--- src/rtl/dll_train_ctrl.sv ---
// dll_train_ctrl: sweeps DLL adj, finds the longest passing window, programs its centre.
module dll_train_ctrl #(
  parameter int MADJ          = 64,
  parameter int RST_CYCLES    = 4,
  parameter int LOCK_TIMEOUT  = 256,
  parameter int SETTLE        = 2,
  parameter int SAMPLE_CYCLES = 16,
  parameter int MIN_WINDOW    = 4
) (
  input  logic       clock,
  input  logic       reset,
  input  logic       io_start,
  input  logic       io_lock,
  input  logic       io_data_ok,
  output logic [7:0] io_adj,
  output logic [7:0] io_madj,
  output logic       io_dll_reset,
  output logic       io_busy,
  output logic       io_done,
  output logic       io_fail,
  output logic [1:0] io_err,
  output logic [7:0] io_win_start,
  output logic [8:0] io_win_len
);
  localparam logic [3:0] S_IDLE   = 4'd0;
  localparam logic [3:0] S_DRST   = 4'd1;
  localparam logic [3:0] S_WLOCK  = 4'd2;
  localparam logic [3:0] S_SAMPLE = 4'd3;
  localparam logic [3:0] S_STEP   = 4'd4;
  localparam logic [3:0] S_CENTER = 4'd5;
  localparam logic [3:0] S_CLOCK  = 4'd6;
  localparam logic [3:0] S_DONE   = 4'd7;
  localparam logic [3:0] S_FAIL   = 4'd8;
  localparam logic [7:0] ADJ_TOP  = 8'(MADJ - 1);
  logic [3:0]  state_q, state_d;
  logic [7:0]  adj_q, adj_d, cur_start_q, cur_start_d, best_start_q, best_start_d, win_start_q, win_start_d;
  logic [8:0]  cur_len_q, cur_len_d, best_len_q, best_len_d, win_len_q, win_len_d;
  logic [15:0] cnt_q, cnt_d;
  logic [1:0]  err_q, err_d;
  logic        dll_reset_q, dll_reset_d, busy_q, busy_d, done_q, done_d, fail_q, fail_d, pass_q, pass_d;
  logic        lock_ok, tout, close, fin;
  logic [8:0]  run_len;
  logic [7:0]  run_start;
  assign lock_ok   = (cnt_q >= 16'(SETTLE)) && io_lock;
  assign tout      = cnt_q == 16'(LOCK_TIMEOUT - 1);
  // Run including the current step; a pass at the top adj still closes the run.
  assign run_len   = pass_q ? cur_len_q + 9'd1 : cur_len_q;
  assign run_start = (pass_q && cur_len_q == 9'd0) ? adj_q : cur_start_q;
  assign close     = !pass_q || adj_q == ADJ_TOP;
  always_comb begin
    state_d      = state_q;
    adj_d        = adj_q;
    cur_start_d  = cur_start_q;
    cur_len_d    = cur_len_q;
    best_start_d = best_start_q;
    best_len_d   = best_len_q;
    win_start_d  = win_start_q;
    win_len_d    = win_len_q;
    cnt_d        = cnt_q + 16'd1;
    err_d        = err_q;
    dll_reset_d  = dll_reset_q;
    busy_d       = busy_q;
    done_d       = done_q;
    fail_d       = fail_q;
    pass_d       = pass_q;
    fin          = 1'b0;
    case (state_q)
      S_IDLE, S_DONE, S_FAIL: if (io_start) begin
        state_d      = S_DRST;
        adj_d        = 8'd0;
        cur_start_d  = 8'd0;
        cur_len_d    = 9'd0;
        best_start_d = 8'd0;
        best_len_d   = 9'd0;
        err_d        = 2'd0;
        done_d       = 1'b0;
        fail_d       = 1'b0;
        busy_d       = 1'b1;
        dll_reset_d  = 1'b1;
        cnt_d        = 16'd0;
      end
      S_DRST: if (cnt_q == 16'(RST_CYCLES - 1)) begin
        state_d     = S_WLOCK;
        dll_reset_d = 1'b0;
        cnt_d       = 16'd0;
      end
      S_WLOCK, S_CLOCK: if (lock_ok) begin
        state_d = state_q == S_WLOCK ? S_SAMPLE : S_DONE;
        cnt_d   = 16'd0;
        pass_d  = 1'b1;
        done_d  = state_q == S_CLOCK;
        busy_d  = state_q == S_WLOCK;
        fin     = state_q == S_CLOCK;
      end else if (tout) begin
        state_d = S_FAIL;
        err_d   = 2'd1;
        fail_d  = 1'b1;
        busy_d  = 1'b0;
        fin     = 1'b1;
      end
      S_SAMPLE: begin
        pass_d = pass_q & io_data_ok & io_lock;
        if (cnt_q == 16'(SAMPLE_CYCLES - 1)) state_d = S_STEP;
      end
      S_STEP: begin
        cur_start_d = run_start;
        cur_len_d   = close ? 9'd0 : run_len;
        if (close && run_len > best_len_q) begin
          best_start_d = run_start;
          best_len_d   = run_len;
        end
        state_d = adj_q == ADJ_TOP ? S_CENTER : S_WLOCK;
        adj_d   = adj_q == ADJ_TOP ? adj_q : adj_q + 8'd1;
        cnt_d   = 16'd0;
      end
      S_CENTER: if (best_len_q < 9'(MIN_WINDOW)) begin
        state_d = S_FAIL;
        err_d   = 2'd2;
        fail_d  = 1'b1;
        busy_d  = 1'b0;
        fin     = 1'b1;
      end else begin
        state_d = S_CLOCK;
        adj_d   = best_start_q + 8'(best_len_q >> 1);
        cnt_d   = 16'd0;
      end
      default: state_d = S_IDLE;
    endcase
    win_start_d = fin ? best_start_q : win_start_d;
    win_len_d   = fin ? best_len_q : win_len_d;
  end
  always_ff @(posedge clock) begin
    if (reset) begin
      state_q      <= S_IDLE;
      adj_q        <= 8'd0;
      cur_start_q  <= 8'd0;
      cur_len_q    <= 9'd0;
      best_start_q <= 8'd0;
      best_len_q   <= 9'd0;
      win_start_q  <= 8'd0;
      win_len_q    <= 9'd0;
      cnt_q        <= 16'd0;
      err_q        <= 2'd0;
      dll_reset_q  <= 1'b1;
      busy_q       <= 1'b0;
      done_q       <= 1'b0;
      fail_q       <= 1'b0;
      pass_q       <= 1'b0;
    end else begin
      state_q      <= state_d;
      adj_q        <= adj_d;
      cur_start_q  <= cur_start_d;
      cur_len_q    <= cur_len_d;
      best_start_q <= best_start_d;
      best_len_q   <= best_len_d;
      win_start_q  <= win_start_d;
      win_len_q    <= win_len_d;
      cnt_q        <= cnt_d;
      err_q        <= err_d;
      dll_reset_q  <= dll_reset_d;
      busy_q       <= busy_d;
      done_q       <= done_d;
      fail_q       <= fail_d;
      pass_q       <= pass_d;
    end
  end
  assign io_adj       = adj_q;
  assign io_madj      = 8'(MADJ);
  assign io_dll_reset = dll_reset_q;
  assign io_busy      = busy_q;
  assign io_done      = done_q;
  assign io_fail      = fail_q;
  assign io_err       = err_q;
  assign io_win_start = win_start_q;
  assign io_win_len   = win_len_q;
endmodule

--- config.mk ---
export PLATFORM = sky130hd
export DESIGN_NAME = dll_train_ctrl
export DESIGN_NICKNAME = d
export VERILOG_FILES = /design/src/rtl/dll_train_ctrl.sv
export SDC_FILE = /design/constraint.sdc
export NUM_CORES = 1
export LEC_CHECK = 0
export CORE_MARGIN = 1
export CORE_UTILIZATION = 45
export DETAILED_ROUTE_END_ITERATION = 8
export GPL_TIMING_DRIVEN = 0
export PLACE_DENSITY = 0.64
export SLEW_MARGIN = 15
export SYNTH_ARGS = -nofsm -noshare
export SYNTH_HDL_FRONTEND = slang
export SYNTH_SLANG_ARGS = --single-unit
--- constraint.sdc ---
create_clock -name clock -period 3 [get_ports clock]
set_input_delay 0.3 -clock clock [delete_from_list [all_inputs] [get_ports clock]]
set_output_delay 0.3 -clock clock [all_outputs]
set_load 0.05 [all_outputs]
==> impl_summary.txt <==
----------------------------------------------------
[Layout]
  Antenna fix cells ... 0
  Total area of multi-input combinational cells ... 2890 sq um
  Layout net count ... 647
  Sequential cell area in the final layout ... roughly 1700 sq um
  Layout overhead on the synthesized area ... 17.2%
  Final cell count without fillers ... between 700 and 800
  Share of final-layout standard cells stronger than drive strength 1 ... around 11%
  Filler cell count ... slightly above 1k
  Finished Core Util ... 54.5%

[Yosys]
  Post-Synth XOR/XNOR Area ... around 4.5%
  Share of the yosys chip area belonging to registers ... between 30% and 40%
  Fraction of the mapped netlist area in simple logic gates ... roughly 22%
  Synth Area in Adders ... under 10%
  Gate count of the mapped netlist ... ~560
  Post-synthesis instance area ... about 4800 sq um
  Register bit total from synthesis ... 86
  Syn avg cell area ... around 8.6 sq um
  Number of synthesized flops with an enable pin ... 0
  Area fraction in compound gates after synthesis ... 20.1%
  Top_reg_cell synth ... dfxtp_1
  Dominant combinational cell family by area after synthesis ... simple AND/OR/NAND/NOR gates
  Share of cell area taken by muxes after synthesis ... ~5.6%
  Syn. warnings ... 0
  Number of library cell types mapped by synthesis ... 66
  Async set-reset flop share out of synthesis ... 0%

[Detailed routing]
  1st-pass router iterations ... 5
  Drc violations ... 0
  Number of vias in the routed layout ... 4389
  Vias per inst ... roughly 5.8
  Violation count after the first detailed-routing iteration ... ~260
  Routed wire per std cell ... 17.4 um
  Antenna-violating nets left ... 0
  Sum of routed wire length over all layers ... about 13000 um

[Clocking]
  Clock tree root buffer cell ... clkbuf_8
  TritonCTS clock tree ... built
  Clock latency on the worst-skew pair ... roughly 0.38 ns
  Clock transition time at the flip-flop clock pins of the worst setup and hold paths ... approximately 0.09 ns
  Number of hold buffers added after cts ... 0
  Num CTS Buffers ... 9
  Clk sinks ... 86
  Max clock buf depth ... 2
  Number of H-tree levels ... 3

[Place]
  Detailed Place HPWL ... 9650 um
  Number of I/O port buffers ... 34
  Final estimated routing congestion in global placement ... 0.913
  Cell count after placement ... approximately 740

[Run status]
  Outcome ... complete, no violations

[Worst setup path]
  Required time of the worst setup path ... around 3.3 ns
  Worst endpoint data arrival time ... roughly 3.2 ns
  Max FO, Critical Path ... 5
  Kind of capture point of the worst setup path ... flop
  Crit path from ... cur_len_q[1]
  Startpoint of the most critical register-to-register path ... cur_len_q[1]
  Critical path launch point type ... flop
  Type of the worst setup path ... flop to flop

[Pwr]
  Power per cell area ... ~500 nW/um^2
  Leak Pwr ... between 2 and 2.5 nW
  Overall power of the completed layout ... between 0.002 and 0.003 W
  Largest voltage drop on the vdd net ... 0.000328 V

[GRT]
  First-pass GRT wire length ... between 20000 and 25000 um
  Largest net degree at the start of global routing ... 14
  Total track usage ... approximately 24%
  Overflow left after global routing ... 0
  Vias in the first global route ... roughly 4.0k
  Number of antenna violations at the first check in global routing ... 0

[STA]
  Remaining max-slew budget at the tightest pin ... between 40 and 50%
  Number of max-slew violations in the final report ... 0
  Post-route minimum period ... a little under 3 ns
  Worst clock skew ... ~0.013 ns
  Least-Margin Pin Slew ... ~0.75 ns
  Final hold violation count ... 0
  Maximum clock rate ... around 340 MHz
  Setup-violating endpoint count in the final report ... 0
  RSZ-0062 raised after global routing ... true
  Final critical-path share of the clock period ... 97.0%

[Floorplanning]
  Initial Utilization ... around 47%
  Number of placement rows ... 37
  X dimension of the die ... between 100 and 150 um
  Die area ... between 10000 and 15000 sq um
  Floorplan core area ... 10400 sq um
  Boundary Pins ... 44
  DIE HEIGHT ... about 110 um

[Worst hold path]
  Start point of the worst hold path ... io_lock
  Class of the tightest hold or removal check ... input pin to flop

[Job]
  MaxCap Viol Count ... 0

----------------------------------------------------
==> final timing paths <==
kind / slack (ns) / to / cells after the start
setup / recovery: 0.09 / best_len_q[2] / 11
hold / removal: 0.42 / pass_q / 5
setup reg to reg: 0.09 / best_len_q[2] / 11
hold reg to reg: 0.47 / io_err[0] / 2
==> placed cells by master (no fill, tap or decap), drive strengths merged, types with 3 or more instances in the layout <==
| cell | count |
|---|---|
| nand4 | 8 |
| o31ai | 3 |
| a21o | 4 |
| o21ai | 21 |
| or4 | 3 |
| conb | 8 |
| o21bai | 4 |
| a31oi | 19 |
| xor2 | 15 |
| a21oi | 23 |
| nor2 | 53 |
| a311oi | 3 |
| and3 | 8 |
| a211oi | 6 |
| a2bb2oi | 8 |
| a221oi | 3 |
| and2 | 3 |
| o32ai | 3 |
| clkdlybuf4s50 | 34 |
| ha | 21 |
| mux2i | 27 |
| a22oi | 5 |
| inv | 23 |
| and4 | 8 |
| or3 | 15 |
| a31o | 18 |
| dfxtp | 86 |
| xnor2 | 10 |
| nor4 | 7 |
| o211ai | 4 |
| nor3 | 10 |
| buf | 23 |
| nand2 | 50 |
| nand3 | 20 |
| clkbuf | 34 |
==> synthesized netlist by cell type, types with 2 or more instances <==
cell        n  area (sq um)
dfxtp_1    86          1720
nor2_1     53           199
nand2_1    50           188
mux2i_1    27           270
clkbuf_1   24          90.1
a21oi_1    23           115
inv_1      23          86.3
ha_1       21           263
nand3_1    20           100
o21ai_0    20           100
a31oi_1    19           119
or3_1      15          93.8
xor2_1     15           131
nor3_1     10          50.1
xnor2_1    10          87.6
a31o_1      9          78.8
a31o_2      9          78.8
a2bb2oi_1   8          70.1
and4_1      8          70.1
buf_4       8          60.1
and3_1      7          43.8
nand4_1     7          43.8
a211oi_1    6          45.0
a22oi_1     5          37.5
a21o_1      4          30.0
buf_2       4          20.0
nor4_1      4          25.0
o211ai_1    4          30.0
o21bai_1    4          30.0
a221oi_1    3          26.3
a311oi_1    3          26.3
and2_1      3          18.8
nor4_4      3          63.8
o32ai_1     3          26.3
or4_1       3          22.5
a2111o_1    2          22.5
a41o_1      2          20.0
buf_1       2          7.51
buf_6       2          22.5
conb_1      2          7.51
nor2b_1     2          12.5
o22ai_1     2          12.5
o31ai_1     2          15.0
or2_2       2          12.5
or3b_2      2          17.5
==> sequential cells by signal (all words and copies together), names as in the netlist <==
| name | count |
|---|---|
| cur_len_q | 9 |
| best_len_q | 9 |
| best_start_q | 8 |
| cur_start_q | 8 |
| io_win_len | 9 |
| io_dll_reset | 1 |
| io_adj | 8 |
| io_done | 1 |
| io_win_start | 8 |
| pass_q | 1 |
| state_q | 4 |
| io_err | 2 |
| io_fail | 1 |
| cnt_q | 16 |
| io_busy | 1 |
==> power by group <==
group / internal (W) / switching (W) / leakage (nW)
Sequential: 0.00119 / 0.0000389 / 0.697
Combinational: 0.000295 / 0.000575 / 1.38
Clock: 0.000374 / 0.000421 / 0.0842
Total: 0.00186 / 0.00103 / 2.16
==> final cells by class <==
type	instances	share of cell area (%)
sequential	86	30.6
buffer	40	3.74
inverter	23	1.53
tap	136	3.01
clock buffer	10	2.26
clock inverter	4	0.885
timing repair buffer	41	6.95
multi-input combinational	419	51.0
==> kinds of logic (layout without fill, tap and decap cells) <==
family	count (synthesis)	in the layout
AO/OA/AOI/OAI	138	138
XOR/XNOR	25	25
adder cells (fa/ha/maj)	22	22
buffers and inverters	63	118
flip-flops	86	86
multiplexers	27	27
other	2	8
AND/OR/NAND/NOR	199	199
==> metal layers <==
metal,track usage [%],share of wire [%],up-vias,wire length [um]
met3,6.74,6.0,17,794
met4,8.33,2.0,0,267
met5,0,0,-,0
met2,37.0,44,145,5840
li1,-,-,2160,-
met1,33.4,48,2067,6310
==> critical path: stages (launching register included) <==
cell and delay [ns]:
dfxtp_4 0.39, ha_4 0.14, nand4_1 0.19, nor3_2 0.28
xor2_1 0.24, ha_1 0.29, and4_4 0.16, and3b_2 0.21
a2111o_1 0.40, a21oi_2 0.20, buf_6 0.16, mux2i_1 0.19
==> stage by stage <==
stage / setup slack, ns / instance area [sq um] / TNS (ns) / hold slack [ns]
2_1_floorplan: 0.0937 / 4850 / 0 / 0.437
3_3_place_gp: -0.470 / 5360 / -5.70 / 0.456
3_5_place_dp: -0.497 / 5360 / -6.30 / 0.466
4_1_cts: 0.000635 / 5600 / 0 / 0.422
5_1_grt: -0.0595 / 5660 / -0.331 / 0.438
6_report: 0.0912 / 5660 / 0 / 0.424
==> what timing repair did <==
item / in CTS / in global routing
pin swaps: 4 / 9
hold endpoints to repair: 0 / 0
endpoints found under the setup margin: 17 / 26
setup buffers: 3 / 3
cloned: 1 / 0
resized for setup: 13 / 12
No activity file was read; power rests on OpenSTA's default activity.
